## src/rtl/bgr_startup_seq_pkg.sv

```systemverilog
// bgr_seq_pkg: shared state encoding and counter sizing for the bandgap start-up sequencer
package bgr_seq_pkg;
  typedef enum logic [2:0] {IDLE, KICK, SETTLE, CHECK, READY, FAULT} state_e;
  function automatic int cnt_w(input int k, input int s, input int r, input int d);
    int m;
    m = k;
    if (s > m) m = s;
    if (r + 1 > m) m = r + 1;
    if (d > m) m = d;
    return $clog2(m + 1);
  endfunction
endpackage

```

## src/rtl/bgr_startup_seq_if.sv

```systemverilog
// bgr_startup_seq_if: power-management side bus of the bandgap start-up sequencer
interface bgr_startup_seq_if #(
  parameter int NUM_CH = 4,
  parameter int TRIM_W = 4
);
  logic                     en_i;
  logic [NUM_CH*TRIM_W-1:0] trim_i;
  logic [NUM_CH-1:0]        vbg_ok_i;
  logic [NUM_CH-1:0]        porst_o;
  logic [NUM_CH*TRIM_W-1:0] trim_o;
  logic [NUM_CH-1:0]        ready_o;
  logic [NUM_CH-1:0]        fault_o;
  logic                     all_ready_o;
  logic                     any_fault_o;
  modport master (output en_i, trim_i, vbg_ok_i,
                  input porst_o, trim_o, ready_o, fault_o, all_ready_o, any_fault_o);
  modport slave (input en_i, trim_i, vbg_ok_i,
                 output porst_o, trim_o, ready_o, fault_o, all_ready_o, any_fault_o);
endinterface

```

## src/rtl/bgr_startup_seq_ch.sv

```systemverilog
// bgr_ch_seq: one bandgap channel -- ok synchronizer, kick/settle/check FSM, retry and drop supervision, trim latch
module bgr_ch_seq
  import bgr_seq_pkg::*;
#(
  parameter int TRIM_W     = 4,
  parameter int KICK_CYC   = 4,
  parameter int SETTLE_CYC = 16,
  parameter int MAX_RETRY  = 3,
  parameter int DROP_CYC   = 2
) (
  input  logic              clk,
  input  logic              rst_n,
  input  logic              en,
  input  logic [TRIM_W-1:0] trim,
  input  logic              vbg_ok,
  output logic              porst,
  output logic [TRIM_W-1:0] trim_q,
  output logic              ready,
  output logic              fault
);
  localparam int CW = cnt_w(KICK_CYC, SETTLE_CYC, MAX_RETRY, DROP_CYC);
  function automatic logic [CW-1:0] inc(input logic [CW-1:0] v);
    return &v ? v : v + 1'b1;
  endfunction
  logic [1:0]    sync;
  logic          ok;
  state_e        st, nx;
  logic [CW-1:0] cnt, cnt_nx, rty, rty_nx;
  assign ok = sync[1];
  // cnt times KICK/SETTLE and counts consecutive low-ok cycles in READY
  always_comb begin
    nx     = st;
    cnt_nx = inc(cnt);
    rty_nx = rty;
    if (!en) begin
      nx     = IDLE;
      cnt_nx = '0;
      rty_nx = '0;
    end else begin
      case (st)
        IDLE: begin
          nx     = KICK;
          cnt_nx = '0;
          rty_nx = '0;
        end
        KICK: if (cnt == CW'(KICK_CYC - 1)) begin
          nx     = SETTLE;
          cnt_nx = '0;
        end
        SETTLE: if (cnt == CW'(SETTLE_CYC - 1)) begin
          nx     = CHECK;
          cnt_nx = '0;
        end
        CHECK: begin
          rty_nx = inc(rty);
          cnt_nx = '0;
          nx     = ok ? READY : (inc(rty) == CW'(MAX_RETRY) ? FAULT : KICK);
        end
        READY: begin
          cnt_nx = ok ? '0 : inc(cnt);
          if (!ok && inc(cnt) == CW'(DROP_CYC)) begin
            nx     = KICK;
            cnt_nx = '0;
            rty_nx = '0;
          end
        end
        FAULT: cnt_nx = cnt;
        default: begin
          nx     = IDLE;
          cnt_nx = '0;
          rty_nx = '0;
        end
      endcase
    end
  end
  always_ff @(posedge clk or negedge rst_n) begin
    if (!rst_n) begin
      sync   <= '0;
      st     <= IDLE;
      cnt    <= '0;
      rty    <= '0;
      trim_q <= '0;
      porst  <= 1'b0;
      ready  <= 1'b0;
      fault  <= 1'b0;
    end else begin
      sync   <= {sync[0], vbg_ok};
      st     <= nx;
      cnt    <= cnt_nx;
      rty    <= rty_nx;
      trim_q <= (st == IDLE && en) ? trim : trim_q;
      porst  <= nx == KICK;
      ready  <= nx == READY;
      fault  <= nx == FAULT;
    end
  end
endmodule

```

## src/rtl/bgr_startup_seq.sv

```systemverilog
// bgr_startup_seq: NUM_CH independent bandgap start-up sequencers plus registered summary flags
module bgr_startup_seq
  import bgr_seq_pkg::*;
#(
  parameter int NUM_CH     = 4,
  parameter int TRIM_W     = 4,
  parameter int KICK_CYC   = 4,
  parameter int SETTLE_CYC = 16,
  parameter int MAX_RETRY  = 3,
  parameter int DROP_CYC   = 2
) (
  input logic               clk,
  input logic               rst_n,
  bgr_startup_seq_if.slave  bus
);
  logic [NUM_CH-1:0]        porst, ready, fault;
  logic [NUM_CH*TRIM_W-1:0] trim;
  for (genvar i = 0; i < NUM_CH; i++) begin : g_ch
    bgr_ch_seq #(
      .TRIM_W(TRIM_W), .KICK_CYC(KICK_CYC), .SETTLE_CYC(SETTLE_CYC),
      .MAX_RETRY(MAX_RETRY), .DROP_CYC(DROP_CYC)
    ) u_ch (
      .clk(clk),
      .rst_n(rst_n),
      .en(bus.en_i),
      .trim(bus.trim_i[i*TRIM_W +: TRIM_W]),
      .vbg_ok(bus.vbg_ok_i[i]),
      .porst(porst[i]),
      .trim_q(trim[i*TRIM_W +: TRIM_W]),
      .ready(ready[i]),
      .fault(fault[i])
    );
  end
  assign bus.porst_o = porst;
  assign bus.trim_o  = trim;
  assign bus.ready_o = ready;
  assign bus.fault_o = fault;
  always_ff @(posedge clk or negedge rst_n) begin
    if (!rst_n) begin
      bus.all_ready_o <= 1'b0;
      bus.any_fault_o <= 1'b0;
    end else begin
      bus.all_ready_o <= &ready;
      bus.any_fault_o <= |fault;
    end
  end
endmodule

```

## src/flat_wrapper.sv

```systemverilog
// flat-port wrapper written by rule: the top's interface ports become plain ports
module bgr_startup_seq_flat import bgr_seq_pkg::*;
#(
  parameter int NUM_CH     = 4,
  parameter int TRIM_W     = 4,
  parameter int KICK_CYC   = 4,
  parameter int SETTLE_CYC = 16,
  parameter int MAX_RETRY  = 3,
  parameter int DROP_CYC   = 2
)
  (clk, rst_n, bus_en_i, bus_trim_i, bus_vbg_ok_i, bus_porst_o, bus_trim_o, bus_ready_o, bus_fault_o, bus_all_ready_o, bus_any_fault_o);
  bgr_startup_seq_if #(.NUM_CH(NUM_CH), .TRIM_W(TRIM_W)) bus_i ();
  input logic clk;
  input logic rst_n;
  input wire logic [$bits(bus_i.en_i)-1:0] bus_en_i;
  input wire logic [$bits(bus_i.trim_i)-1:0] bus_trim_i;
  input wire logic [$bits(bus_i.vbg_ok_i)-1:0] bus_vbg_ok_i;
  output wire logic [$bits(bus_i.porst_o)-1:0] bus_porst_o;
  output wire logic [$bits(bus_i.trim_o)-1:0] bus_trim_o;
  output wire logic [$bits(bus_i.ready_o)-1:0] bus_ready_o;
  output wire logic [$bits(bus_i.fault_o)-1:0] bus_fault_o;
  output wire logic [$bits(bus_i.all_ready_o)-1:0] bus_all_ready_o;
  output wire logic [$bits(bus_i.any_fault_o)-1:0] bus_any_fault_o;
  assign bus_i.en_i = bus_en_i;
  assign bus_i.trim_i = bus_trim_i;
  assign bus_i.vbg_ok_i = bus_vbg_ok_i;
  assign bus_porst_o = bus_i.porst_o;
  assign bus_trim_o = bus_i.trim_o;
  assign bus_ready_o = bus_i.ready_o;
  assign bus_fault_o = bus_i.fault_o;
  assign bus_all_ready_o = bus_i.all_ready_o;
  assign bus_any_fault_o = bus_i.any_fault_o;
  bgr_startup_seq #(.NUM_CH(NUM_CH), .TRIM_W(TRIM_W), .KICK_CYC(KICK_CYC), .SETTLE_CYC(SETTLE_CYC), .MAX_RETRY(MAX_RETRY), .DROP_CYC(DROP_CYC)) u_core (.clk(clk), .rst_n(rst_n), .bus(bus_i));
endmodule
```

## config.mk

```make
export PLATFORM = sky130hd
export DESIGN_NAME = bgr_startup_seq_flat
export DESIGN_NICKNAME = d
export VERILOG_FILES = /design/src/rtl/bgr_startup_seq_pkg.sv /design/src/rtl/bgr_startup_seq_if.sv /design/src/rtl/bgr_startup_seq_ch.sv /design/src/rtl/bgr_startup_seq.sv /design/src/flat_wrapper.sv
export SDC_FILE = /design/constraint.sdc
export NUM_CORES = 1
export LEC_CHECK = 0
export BUFFER_PORTS_ARGS = -buffer_cell sky130_fd_sc_hd__buf_4
export CAP_MARGIN = 5
export CORE_ASPECT_RATIO = 0.8
export CORE_MARGIN = 2
export CORE_UTILIZATION = 55
export DETAILED_ROUTE_END_ITERATION = 6
export GPL_ROUTABILITY_DRIVEN = 0
export GPL_TIMING_DRIVEN = 0
export MAX_ROUTING_LAYER = met4
export PLACE_DENSITY = 0.85
export SYNTH_ARGS = -nofsm -noshare
export SYNTH_HDL_FRONTEND = slang
export SYNTH_SLANG_ARGS = --single-unit
```

## constraint.sdc

```tcl
create_clock -name clk -period 4.5 [get_ports clk]
set_clock_uncertainty 0.2 [all_clocks]
set_input_delay 0.9 -clock clk [delete_from_list [all_inputs] [get_ports clk]]
set_output_delay 0.9 -clock clk [all_outputs]
set_load 0.01 [all_outputs]
```

==> results of run 1 <==
-- synthesized netlist by cell type, types with 3 or more instances --
| cell type | n |
|---|---|
| a21oi_1 | 44 |
| a211oi_1 | 6 |
| a32o_1 | 3 |
| a2111oi_0 | 3 |
| nand2_1 | 56 |
| nand2b_1 | 5 |
| or4_1 | 3 |
| ha_1 | 12 |
| nand3_1 | 11 |
| o31ai_1 | 6 |
| nor2b_1 | 16 |
| a21o_1 | 6 |
| a21boi_0 | 5 |
| mux2i_1 | 3 |
| xor2_1 | 3 |
| o2bb2ai_1 | 4 |
| nand4b_1 | 5 |
| nor4_1 | 3 |
| mux2_2 | 17 |
| inv_1 | 26 |
| a31oi_1 | 17 |
| nand3b_1 | 4 |
| and2_1 | 3 |
| clkbuf_1 | 23 |
| nor3_1 | 19 |
| and3_1 | 14 |
| o211ai_1 | 6 |
| o22ai_1 | 7 |
| o21a_1 | 7 |
| a22oi_1 | 3 |
| nor2_1 | 41 |
| nor3b_1 | 7 |
| nand4_1 | 5 |
| buf_4 | 13 |
| nor4b_1 | 3 |
| dfrtp_1 | 90 |
| and4_1 | 6 |
| o21ai_0 | 34 |
-- path summary, 6_finish.rpt --
path,cells past startpoint,startpoint,endpoint,slack (ns)
worst max-delay path,6,bus_en_i,u_core.g_ch[0].u_ch.rty[3]$_DFFE_PN0P_,1.50
worst min-delay path,0,u_core.g_ch[0].u_ch.sync[0]$_DFF_PN0_,u_core.g_ch[0].u_ch.sync[1]$_DFF_PN0_,0.15
worst max register to register,5,u_core.g_ch[1].u_ch.cnt[0]$_DFFE_PN0P_,u_core.g_ch[1].u_ch.fault$_DFF_PN0_,1.94
worst min register to register,0,u_core.g_ch[0].u_ch.sync[0]$_DFF_PN0_,u_core.g_ch[0].u_ch.sync[1]$_DFF_PN0_,0.15
max in group asynchronous,1,rst_n,u_core.g_ch[1].u_ch.ready$_DFF_PN0_,2.84
min in group asynchronous,1,rst_n,u_core.g_ch[2].u_ch.cnt[2]$_DFFE_PN0P_,0.54
-- cells in the final DEF, fill, tap and decap left out, drive strengths merged, types with 4 or more instances in the layout --
master and instances:
a211oi 6, a21boi 5, a21o 6, a21oi 45, a31oi 17, and3 15
and4 6, buf 66, clkbuf 38, dfrtp 90, ha 12, inv 26
mux2 17, nand2 56, nand2b 5, nand3 11, nand3b 4, nand4 5
nand4b 5, nor2 41, nor2b 16, nor3 19, nor3b 7, o211ai 6
o21a 7, o21ai 36, o22ai 7, o2bb2ai 4, o31ai 6, or4b 5
-- routing by layer --
| layer | vias to the layer above | global-route usage | wire length [um] |
|---|---|---|---|
| met2 | 222 | 0.392 | 5750 |
| met1 | 2237 | 0.337 | 5360 |
| met5 | - | - | 0 |
| met4 | 0 | 0.0803 | 202 |
| met3 | 31 | 0.0628 | 971 |
| li1 | 2253 | - | - |
-- logic make-up after synthesis --
group	count (synthesis)	share of synthesized area
compound gates	175	0.218
flops	90	0.428
xor+xnor	5	0.00832
simple gates	213	0.217
fa+ha+maj	12	0.0285
buf+inv	66	0.0582
mux	20	0.0421
-- sequential cells by signal, indices dropped and copies added, names as in the netlist --
name                     flops
u_core.g_ch.u_ch.cnt        20
u_core.g_ch.u_ch.rty        20
u_core.g_ch.u_ch.trim_q     16
u_core.g_ch.u_ch.st         12
u_core.g_ch.u_ch.sync        8
u_core.g_ch.u_ch.fault       4
u_core.g_ch.u_ch.porst       4
u_core.g_ch.u_ch.ready       4
u_core.bus.all_ready_o       1
u_core.bus.any_fault_o       1
-- power groups by stage --
stage	Combinational, mW	Clock (mW)	Sequential (mW)
5_1_grt	0.217	0.803	0.873
6_report	0.197	0.755	0.868
3_3_place_gp	0.189	0	0.879
2_1_floorplan	0.0910	0	0.889
3_5_place_dp	0.197	0	0.882
4_1_cts	0.198	0.772	0.868
-- worst max-delay path, stage by stage --
cell and delay (ns):
clkbuf_1 0.38, clkbuf_1 0.51, clkbuf_1 0.50, clkbuf_1 0.45, o21ai_0 0.18, a21oi_1 0.15
-- area by class of cell --
cell class              instances  area (um^2)  area share
plain buffers                  39          205      0.0337
clock buffers                  14          264      0.0434
multi-input cells             425         2710       0.444
inverters                      27          101      0.0166
repair buffers                 51          383      0.0629
well taps                     115          144      0.0236
flip-flops and latches         90         2250       0.370
clock inverters                 2         35.0     0.00575
==> metrics.txt, run 1 <==
status finished, final reports clean; Num CTS Buffers 9; pre-CTS setup slack 1.18 ns; Psw 0.422 mW; drt wl/cell about 16 um; # setup viols final 0; Placement Cell Area about 5800 um^2; first-pass GRT wire length between 20,000 and 25,000 um; internal power approximately 1.4 mW; Critical Path RT approximately 4.6 ns; RSZ-0062 raised after global routing false; Rows 31; synth unique cells a little over 70; hold slack about 0.15 ns; Mapped Area about 5300 um^2; Yosys top cell by area dfrtp_1; critical path endpoint category register; Core ar. just over 9000 um^2; Syn Area/Cell ~9 um^2; Power per Cell Area between 200 and 300 nW/um^2; worst-path maximum fanout 10; Placed Cells ~750; CP Class input pin to register; clk buf depth 2; Seq cells post-synth 90; Starting Density 0.573; DR pass1 iterations 5; # IOs 53; fin. max-slew vios 0; CTS Hold Bufs 0; final wirelength ~12,000 um; cell leakage power about 2.6 nW; Final Hold Violating Endpoints 0; Max-cap violations 0; largest net degree at the start of global routing 91; grt total ovfl 0; Die Span X 113 um; final instance area 6090 um^2; Total GRT Usage 0.256; crit path time final about 3 ns; # fillers ~730; antenna viol nets, final 0; worst skew pair latency about 0.35 ns; CTS H-tree lvls 3; Inserted Diodes 0; clock slew at reported path FFs 0.06 ns; Via density roughly 6.2; Peak VDD IR 0.228 mV; layout cells sized above 1 0.167; Async SR Flop Fraction 1.00; die area 10,400 um^2; Gate power share 0.108; # DRC 0; vias about 4.7k; Worst EP arrival a little over 3 ns; syn nets between 600 and 700; final period utilization 0.666; sequential power share 0.477; buffer type at the clock tree root clkbuf_16; top-area cell type share of the netlist area 0.428; Iter 0 DRT Violations between 300 and 400; worst min-delay path class register to register; relative slew slack 0.273; Non-Filler Instances about 760; PostCTS Resize Cnt 0; Final #Nets 678; Post-Synthesis Cells between 500 and 600; Fin Setup TNS 0 ns; port bufs 51; CTS tree done; yosys warns 0; die height roughly 92 um; initial antenna violation count 0; Post-synth EDFFs 0; Sink Count 90; switching part of the total 0.232; final worst slack between 1.5 and 2 ns; Post-Route Utilization 0.662; Area Growth Syn to Fin 15.7%; clock share of power 0.415; Power Total about 1.8 mW; Post-DP HPWL 8510 um; Post-CTS Setup Bufs 0; vias in the first global route roughly 4.5k; fmax 334 MHz; Worst-Margin Slew about 1.1 ns; most area-consuming cells after synthesis dfrtp_1 (43%), a21oi_1 (4.2%), nand2_1 (4.0%); critical path launch point type input pin; sequential-to-total area share from yosys stat 0.428; Top FF cell, synth dfrtp_1
(Power assumes the default switching activity.)
==> inputs of run 2 (changes only) <==
--- a/config.mk
+++ b/config.mk
@@ -9,12 +9,12 @@
 export CAP_MARGIN = 5
 export CORE_ASPECT_RATIO = 0.8
 export CORE_MARGIN = 2
-export CORE_UTILIZATION = 55
+export CORE_UTILIZATION = 54
 export DETAILED_ROUTE_END_ITERATION = 6
 export GPL_ROUTABILITY_DRIVEN = 0
 export GPL_TIMING_DRIVEN = 0
 export MAX_ROUTING_LAYER = met4
-export PLACE_DENSITY = 0.85
+export PLACE_DENSITY = 0.87
 export SYNTH_ARGS = -nofsm -noshare
 export SYNTH_HDL_FRONTEND = slang
 export SYNTH_SLANG_ARGS = --single-unit
==> constraint.sdc (replaced) <==
create_clock -name clk -period 2.6 [get_ports clk]
set_clock_uncertainty 0.2 [all_clocks]
set_input_delay 0.52 -clock clk [delete_from_list [all_inputs] [get_ports clk]]
set_output_delay 0.52 -clock clk [all_outputs]
set_load 0.01 [all_outputs]
==> run 2 against run 1 <==
Against the previous run:
- via count rose by 1.8%
- highest routed layer unchanged
- power grew 79%
- flip-flop and latch count is the same
- critical path type is now register to register
==> metrics.txt, run 2 (same netlist as run 1, synthesis figures left out) <==
# fillers between 700 and 800; worst-path maximum fanout 8; Final Hold Violating Endpoints 0; Post-DP HPWL 8750 um; final wirelength between 10,000 and 15,000 um; worst skew pair latency between 0.3 and 0.4 ns; register area ~2300 um^2; port bufs about 50; relative slew slack 0.277; Placement Cell Area 5800 um^2; vias slightly below 5k; Iter 0 DRT Violations between 300 and 400; Post-CTS Setup Bufs 0; antenna viol nets, final 0; clk buf depth 2; footprint of the multi-input gates roughly 2700 um^2; Die Span X about 110 um; final period utilization 0.954; Starting Density 0.550; die area ~11,000 um^2; final worst slack ~0.12 ns; # IOs 53; cell leakage power 2.66 nW; Top Registers u_core.g_ch.u_ch.cnt: 20 flops, u_core.g_ch.u_ch.rty: 20 flops, u_core.g_ch.u_ch.trim_q: 16 flops; first-pass GRT wire length approximately 21,000 um; Placed Cells 751; initial antenna violation count 0; Worst-Margin Slew 1.09 ns; grt total ovfl 0; Final #Nets 678; Core ar. around 9600 um^2; Power per Cell Area approximately 530 nW/um^2; crit path time final ~2.5 ns; # setup viols final 0; worst min-delay path class input pin to register; Worst EP arrival around 2.5 ns; Sink Count 90; Critical Path RT about 2.6 ns; DR pass1 iterations 5; Hold Crit Depth 1; largest net degree at the start of global routing just over 90; layout cells sized above 1 0.171; vias in the first global route around 4.5k; Total GRT Usage 0.256; Inserted Diodes 0; Area Growth Syn to Fin 16.3%; buffer type at the clock tree root clkbuf_16; fmax 403 MHz; pre-CTS setup slack -0.273 ns; Register-to-Register Path Depth 5; Num CTS Buffers 9; Rows 32; Max-cap violations 0; clock slew at reported path FFs 0.07 ns; # DRC 0; RSZ-0062 raised after global routing false; Via density around 6.3; CP Class register to register; die height just over 90 um; most common cell after layout, fill and taps aside dfrtp_1; final instance area 6120 um^2; CTS H-tree lvls 3; Peak VDD IR approximately 0.44 mV; fin. max-slew vios 0; most frequent cells in the layout dfrtp_1 (90), buf_4 (64), nand2_1 (56); Non-Filler Instances 767; CTS tree done; status finished, final reports clean; drt wl/cell about 16 um; critical path launch point type register; critical path endpoint category register
[run 2: cell count changes in the layout (fill, tap and decap cells not counted), sizes merged]
cell | previous run | this run
bufinv | 1 | 2
clkinv | 2 | 1
buf | 66 | 67
clkbuf | 38 | 35
clkinvlp | 0 | 2
[run 2: per-stage QoR]
stage               utilization  setup TNS [ns]  power (mW)  hold slack (ns)
floorplan                     -               0        1.70           0.0244
global placement          0.606           -1.80        1.85            0.134
detailed placement        0.606           -2.60        1.86            0.137
CTS                       0.639               0        3.28           0.0664
global route              0.640               0        3.39           0.0651
finish                    0.640               0        3.26           0.0706
[run 2: layout make-up]
class                           instances  area share
Multi-Input combinational cell        425       0.443
Sequential cell                        90       0.368
Timing Repair Buffer                   51      0.0625
Clock buffer                           12      0.0403
Buffer                                 39      0.0337
Tap cell                              119      0.0243
Inverter                               27      0.0166
Clock inverter                          4      0.0123
[run 2: worst paths after layout]
path	from	end	slack, ns
min	bus_vbg_ok_i[0]	u_core.g_ch[0].u_ch.sync[0]$_DFF_PN0_	0.07
min in group asynchronous	rst_n	u_core.g_ch[1].u_ch.cnt[3]$_DFFE_PN0P_	0.17
min reg2reg	u_core.g_ch[3].u_ch.sync[0]$_DFF_PN0_	u_core.g_ch[3].u_ch.sync[1]$_DFF_PN0_	0.15
max in group asynchronous	rst_n	u_core.g_ch[3].u_ch.cnt[0]$_DFFE_PN0P_	1.33
max	u_core.g_ch[1].u_ch.cnt[0]$_DFFE_PN0P_	u_core.g_ch[1].u_ch.fault$_DFF_PN0_	0.12
max reg2reg	u_core.g_ch[1].u_ch.cnt[0]$_DFFE_PN0P_	u_core.g_ch[1].u_ch.fault$_DFF_PN0_	0.12
[run 2: repair_timing]
action | CTS | global route
setup endpoints to repair | 0 | 5
gates resized for setup | 0 | 4
hold buffers | 0 | 0
[run 2: metal layers]
metal  track usage  vias up  share of wire
met5             -        -              0
met1         0.335     2308           0.43
met2         0.404      226           0.48
li1              -     2262              -
met3        0.0445       32          0.069
met4        0.0915        0          0.020
[run 2: power by group]
group / switching (mW) / internal, mW / leakage (nW)
Sequential: 0.0420 / 1.46 / 1.18
Clock: 0.549 / 0.869 / 0.149
Combinational: 0.176 / 0.162 / 1.32
[run 2: worst max-delay path, stage by stage, from the launching register on]
cell	delay, ns
dfrtp_1	0.45
ha_1	0.34
or4b_2	0.67
o311ai_0	0.31
o31ai_1	0.19
nor3b_1	0.18
